**config.mk**
```make
export PLATFORM = sky130hd
export DESIGN_NAME = shifter_operand_encoder_flat
export DESIGN_NICKNAME = d
export VERILOG_FILES = /design/src/rtl/shifter_operand_encoder_if.sv /design/src/rtl/shifter_operand_encoder.sv /design/src/flat_wrapper.sv
export SDC_FILE = /design/constraint.sdc
export NUM_CORES = 1
export LEC_CHECK = 0
export ABC_AREA = 1
export CORE_ASPECT_RATIO = 1.1
export CORE_MARGIN = 5
export CORE_UTILIZATION = 45
export CTS_CLUSTER_SIZE = 28
export DETAILED_ROUTE_END_ITERATION = 12
export GPL_TIMING_DRIVEN = 0
export PLACE_DENSITY = 0.65
export RECOVER_POWER = 100
export SYNTH_ARGS = -nofsm -noshare
export SYNTH_HDL_FRONTEND = slang
export SYNTH_SLANG_ARGS = --single-unit
```
**constraint.sdc**
```tcl
create_clock -name clk -period 3.35 [get_ports clk]
set_input_delay 0.335 -clock clk [delete_from_list [all_inputs] [get_ports clk]]
set_output_delay 0.335 -clock clk [all_outputs]
set_load 0.05 [all_outputs]
```
**src/rtl/shifter_operand_encoder_if.sv**
```systemverilog
// Request/result bundle for the operand-2 encoder.
// The requester drives start/value/ls_mode; the encoder returns status and the encoding.
interface shifter_operand_encoder_if;
  logic        start;
  logic [31:0] value;
  logic        ls_mode;
  logic        busy;
  logic        done;
  logic        found;
  logic        negate;
  logic [11:0] shift_operand;

  modport master (
    output start,
    output value,
    output ls_mode,
    input  busy,
    input  done,
    input  found,
    input  negate,
    input  shift_operand
  );

  modport slave (
    input  start,
    input  value,
    input  ls_mode,
    output busy,
    output done,
    output found,
    output negate,
    output shift_operand
  );
endinterface

```
**src/rtl/shifter_operand_encoder.sv**
```systemverilog
// Iterative encoder producing EX-stage operand-2 fields.
// Rotated-immediate mode walks rotate_imm upward one value per cycle and stops at the
// first rotation whose left-rotated constant fits in 8 bits, so the smallest
// rotate_imm always wins. Load/store mode resolves in a single search cycle into a
// magnitude plus negate flag.
module shifter_operand_encoder #(
  parameter int ROT_LIMIT = 15,
  parameter int OFFSET_W  = 12
) (
  input  logic clk,
  input  logic rst,
  shifter_operand_encoder_if.slave bus
);

  localparam logic [3:0] ROT_LAST = 4'(ROT_LIMIT);

  typedef enum logic [1:0] {
    IDLE,
    SEARCH,
    DONE
  } state_t;

  state_t      state_reg;
  logic [31:0] value_reg;
  logic        ls_reg;
  logic [3:0]  rot_reg;

  logic        busy_reg;
  logic        done_reg;
  logic        found_reg;
  logic        negate_reg;
  logic [11:0] operand_reg;

  // Candidate for the current rotation: value rotated left by 2*r.
  // A shift amount of 0 makes the right-shift term 32, which yields zero.
  logic [4:0]  shamt;
  logic [5:0]  shamt_comp;
  logic [31:0] candidate;
  logic        rot_hit;

  assign shamt      = {rot_reg, 1'b0};
  assign shamt_comp = 6'd32 - {1'b0, shamt};
  assign candidate  = (value_reg << shamt) | (value_reg >> shamt_comp);
  assign rot_hit    = (candidate[31:8] == 24'd0);

  // Load/store offset classification. 0x80000000 negates to itself, keeps bit 31
  // set in the magnitude and therefore fails the range test on its own.
  logic [31:0] neg_value;
  logic        pos_fits;
  logic        neg_fits;

  assign neg_value = 32'd0 - value_reg;
  assign pos_fits  = ((value_reg >> OFFSET_W) == 32'd0);
  assign neg_fits  = value_reg[31] && ((neg_value >> OFFSET_W) == 32'd0);

  // Control sequencing and registered outputs; results land on the edge leaving SEARCH.
  always_ff @(posedge clk) begin
    if (rst) begin
      state_reg   <= IDLE;
      value_reg   <= 32'd0;
      ls_reg      <= 1'b0;
      rot_reg     <= 4'd0;
      busy_reg    <= 1'b0;
      done_reg    <= 1'b0;
      found_reg   <= 1'b0;
      negate_reg  <= 1'b0;
      operand_reg <= 12'd0;
    end else begin
      case (state_reg)
        IDLE: begin
          done_reg <= 1'b0;
          if (bus.start) begin
            state_reg   <= SEARCH;
            value_reg   <= bus.value;
            ls_reg      <= bus.ls_mode;
            rot_reg     <= 4'd0;
            busy_reg    <= 1'b1;
            found_reg   <= 1'b0;
            negate_reg  <= 1'b0;
            operand_reg <= 12'd0;
          end
        end

        SEARCH: begin
          if (ls_reg) begin
            // Offset encoding needs no iteration.
            state_reg <= DONE;
            done_reg  <= 1'b1;
            if (pos_fits) begin
              found_reg   <= 1'b1;
              negate_reg  <= 1'b0;
              operand_reg <= value_reg[11:0];
            end else if (neg_fits) begin
              found_reg   <= 1'b1;
              negate_reg  <= 1'b1;
              operand_reg <= neg_value[11:0];
            end else begin
              found_reg   <= 1'b0;
              negate_reg  <= 1'b0;
              operand_reg <= 12'd0;
            end
          end else if (rot_hit) begin
            state_reg   <= DONE;
            done_reg    <= 1'b1;
            found_reg   <= 1'b1;
            negate_reg  <= 1'b0;
            operand_reg <= {rot_reg, candidate[7:0]};
          end else if (rot_reg == ROT_LAST) begin
            // Every allowed rotation tried without a fit.
            state_reg   <= DONE;
            done_reg    <= 1'b1;
            found_reg   <= 1'b0;
            negate_reg  <= 1'b0;
            operand_reg <= 12'd0;
          end else begin
            rot_reg <= rot_reg + 4'd1;
          end
        end

        DONE: begin
          // Single-cycle result strobe; start is not accepted here.
          state_reg <= IDLE;
          done_reg  <= 1'b0;
          busy_reg  <= 1'b0;
        end

        default: begin
          state_reg <= IDLE;
          done_reg  <= 1'b0;
          busy_reg  <= 1'b0;
        end
      endcase
    end
  end

  assign bus.busy          = busy_reg;
  assign bus.done          = done_reg;
  assign bus.found         = found_reg;
  assign bus.negate        = negate_reg;
  assign bus.shift_operand = operand_reg;

endmodule

```
**src/flat_wrapper.sv**
```systemverilog
// flat-port wrapper written by rule: the top's interface ports become plain ports
module shifter_operand_encoder_flat 
#(
  parameter int ROT_LIMIT = 15,
  parameter int OFFSET_W  = 12
)
  (clk, rst, bus_start, bus_value, bus_ls_mode, bus_busy, bus_done, bus_found, bus_negate, bus_shift_operand);
  shifter_operand_encoder_if bus_i ();
  input  logic clk;
  input  logic rst;
  input wire logic [$bits(bus_i.start)-1:0] bus_start;
  input wire logic [$bits(bus_i.value)-1:0] bus_value;
  input wire logic [$bits(bus_i.ls_mode)-1:0] bus_ls_mode;
  output wire logic [$bits(bus_i.busy)-1:0] bus_busy;
  output wire logic [$bits(bus_i.done)-1:0] bus_done;
  output wire logic [$bits(bus_i.found)-1:0] bus_found;
  output wire logic [$bits(bus_i.negate)-1:0] bus_negate;
  output wire logic [$bits(bus_i.shift_operand)-1:0] bus_shift_operand;
  assign bus_i.start = bus_start;
  assign bus_i.value = bus_value;
  assign bus_i.ls_mode = bus_ls_mode;
  assign bus_busy = bus_i.busy;
  assign bus_done = bus_i.done;
  assign bus_found = bus_i.found;
  assign bus_negate = bus_i.negate;
  assign bus_shift_operand = bus_i.shift_operand;
  shifter_operand_encoder #(.ROT_LIMIT(ROT_LIMIT), .OFFSET_W(OFFSET_W)) u_core (.clk(clk), .rst(rst), .bus(bus_i));
endmodule
```
==> impl_results.md <==
* Reg clk slew, reported paths at 0.09 ns
* CP Capture Type: flip-flop
* # H-tree levels at 2
* Mapped Area at 5380 um2
* Gr ovfl total at 0
* M3 GR Usage at 2.67%
* Pins Over Slew Limit at 0
* Max-slew headroom at the worst pin at 58.7%
* Clock Power Share at 14.9%
* GPL Wtd Cong at 0.985
* Total GRT Usage at 28.7%
* Max clock buf depth at 2
* Most common cell after layout, fill and taps aside: nand2_1
* Register-to-register setup slack at 0.17 ns
* Setup crit start: u_core.rot_reg[1]
* Ys async rst share at 0%
* GR Util met2 at 46.1%
* Initial antenna violation count at 0
* Final wirelength at 20900 um
* Via count at 6744
* Global-route wire length before repair at 32600 um
* Design Power at 3.84 mW
* Clk Tree Root Cell: clkbuf_16
* DRC Markers at 0
* Final setup violation count at 0
* Worst Hold Endpoint: u_core.bus.shift_operand[7]
* RSZ-0062 raised after global routing: false
* Die Y at 125 um
* # rows at 42
* Worst hold start: u_core.bus.shift_operand[7]
* CTS tree: done
* I/O pin count at 52
* Most used cells in the layout excluding fill and tap cells: nand2_1 (293), nand3_1 (159), nor2_1 (118)
* Share of layout cells above drive strength 1 at 7.26%
* R2r startpoint: u_core.rot_reg[1]
* WL per Instance at 17.6 um
* Post-synthesis cell type count at 41
* Power Density at 609 nW/um2
* Yosys warns at 0
* Largest net degree at the start of global routing at 21
* Post-synthesis sequential area ratio at 20.5%
* Vias in the first global route at 6252
* Final hold vios at 0
* Period minus WS final at 3.18 ns
* # port buffers at 50
* Main flop type after synthesis: dfxtp_1
* LEAKAGE at 2.94 nW
* Switching power at 2.02 mW
* DRT Pass-1 Iters at 5
* Die W at 114 um
* Peak Freq at 314 MHz
* CTS sink cnt at 55
* DP HPWL at 17000 um
* Worst-Margin Slew at 0.620 ns
* CP Data Required Time at 3.52 ns
* Synth Register Bits at 55
* DR vias/cell at 5.68
* Worst Setup Start Kind: flip-flop
* Gate Count Post-Synth at 970
* Final net count at 1071
* Mean cell area of the mapped netlist at 5.55 um2
* Internal at 1.82 mW
* Kind of critical path: flip-flop to flip-flop
* Worst-Skew Late Latency at 0.31 ns
* Worst Skew at 0.0179 ns
* Post-DRT Antenna Nets at 0
* Diode count at 0
* Setup WS post-layout at 0.170 ns
* Die Footprint at 14300 um2
* Total CTS buffers at 5
* Min-Delay Path Class: flip-flop to flip-flop
* Worst reg2reg path depth at 22
* Hold Path Depth at 2
* Core area at 11900 um2
* Sequential power share at 20.6%
* Synth-to-layout area growth at 17.0%
* Worst VDD drop at 0.332 mV
* Post-synth EDFFs at 0
* Period utilization at 94.9%
* Met1 Resource Use GR at 39.4%
* Combinational power share at 64.5%
* Post-synth net total at 1009
* Outcome: finished, final reports clean
* Switching Share at 52.7%
* Crit-path max FO at 10
* Reg2Reg Capture Point: u_core.bus.shift_operand[3]
* DRT iter0 DRCs at 651
* Max-cap violations at 0
* Initial Utilization at 45.3%
* Fillers at 1366
* Worst EP arrival at 3.35 ns
* DP Worst Slack at -0.0883 ns
* Max FFs per register at 32
* Gr busiest metal: met2
==> routing by layer <==
| metal | vias to the layer above | wire length [um] |
|---|---|---|
| met3 | 53 | 1590 |
| met5 | - | 0 |
| met2 | 305 | 9510 |
| li1 | 3337 | - |
| met1 | 3049 | 9090 |
| met4 | 0 | 690 |
==> logic make-up after synthesis <==
| kind of cell | after synthesis | synth area share (%) |
|---|---|---|
| AND/OR/NAND/NOR | 619 | 49.8 |
| AO/OA/AOI/OAI | 153 | 15.8 |
| buffers and inverters | 120 | 9.64 |
| flip-flops | 55 | 20.5 |
| XOR/XNOR | 20 | 3.60 |
| adder cells (fa/ha/maj) | 3 | 0.697 |
==> timing repair <==
item	CTS	global route
setup buffers	0	4
resized for setup	1	20
pin swaps	0	1
setup endpoints to repair	15	18
cloned	0	1
hold buffers	0	0
==> critical path: stages, from the launching register on <==
cell     delay (ns)
dfxtp_1        0.33
buf_4          0.17
inv_2          0.06
buf_2          0.26
ha_4           0.26
inv_2          0.11
buf_6          0.13
nand3_1        0.08
nand2_1        0.09
nand2_1        0.09
nand2_2        0.11
nand2_1        0.07
nor2_1         0.13
nand3_1        0.12
nand2_1        0.09
nand2_1        0.09
nor2_4         0.21
nand2_4        0.09
nand3_4        0.11
o21ai_2        0.11
buf_6          0.19
nand2_1        0.06
a21oi_1        0.06
==> cell usage after synthesis (3+ instances only) <==
| library cell | n | area share (%) |
|---|---|---|
| a21oi_1 | 56 | 5.2 |
| o21ai_1 | 7 | 0.65 |
| o311ai_0 | 3 | 0.49 |
| buf_4 | 4 | 0.56 |
| and2_1 | 4 | 0.46 |
| inv_2 | 10 | 0.70 |
| xor2_1 | 17 | 2.8 |
| nand2_1 | 294 | 20 |
| o2111ai_1 | 4 | 0.65 |
| o21ai_0 | 67 | 6.2 |
| nand2_2 | 6 | 0.70 |
| nor2_4 | 4 | 0.84 |
| nand3_1 | 159 | 15 |
| dfxtp_1 | 55 | 20 |
| buf_2 | 19 | 1.8 |
| nor2_1 | 118 | 8.2 |
| buf_6 | 4 | 0.84 |
| nand4_1 | 22 | 2.6 |
| ha_1 | 3 | 0.70 |
| inv_1 | 59 | 4.1 |
| nor2_2 | 3 | 0.35 |
| o211ai_1 | 6 | 0.84 |
| clkbuf_1 | 21 | 1.5 |
==> metrics by stage <==
| step | setup TNS (ns) | std cells | hold WS [ns] | util (%) | area (um2) |
|---|---|---|---|---|---|
| after global routing | 0 | 1187 | 0.479 | 53.1 | 6300 |
| final | 0 | 1187 | 0.459 | 53.1 | 6300 |
| after CTS | 0 | 1182 | 0.464 | 52.5 | 6240 |
| after global placement | -0.792 | 1174 | 0.449 | 51.2 | 6080 |
| after detailed placement | -0.895 | 1174 | 0.451 | 51.2 | 6080 |
| after floorplan | 0 | 970 | 0.493 | - | 5380 |
==> worst max-delay path by stage <==
stage,end,slack (ns),cells past startpoint
detailed placement,u_core.bus.shift_operand[1],-0.09,23
finish,u_core.bus.shift_operand[3],0.17,22
global route,u_core.bus.shift_operand[6],0.05,20
floorplan,u_core.bus.shift_operand[1],0.55,23
global placement,u_core.bus.shift_operand[1],-0.08,23
CTS,u_core.bus.shift_operand[8],0.06,23
==> power groups by stage <==
stage,sequential (mW),clock (mW),combinational (mW)
6_report,0.790,0.572,2.48
5_1_grt,0.797,0.598,2.72
4_1_cts,0.786,0.574,2.33
3_5_place_dp,0.801,0,2.32
3_3_place_gp,0.799,0,2.34
2_1_floorplan,0.787,0,1.69
==> final cells by class <==
cell class / instances / area, um2 / share of cell area (%)
well taps: 154 / 193 / 3.06
repair buffers: 55 / 536 / 8.50
plain buffers: 49 / 278 / 4.41
flip-flops and latches: 55 / 1100 / 17.5
inverters: 71 / 267 / 4.23
clock buffers: 5 / 125 / 1.99
multi-input cells: 795 / 3770 / 59.8
clock inverters: 3 / 33.8 / 0.536
(Power assumes the default switching activity.)
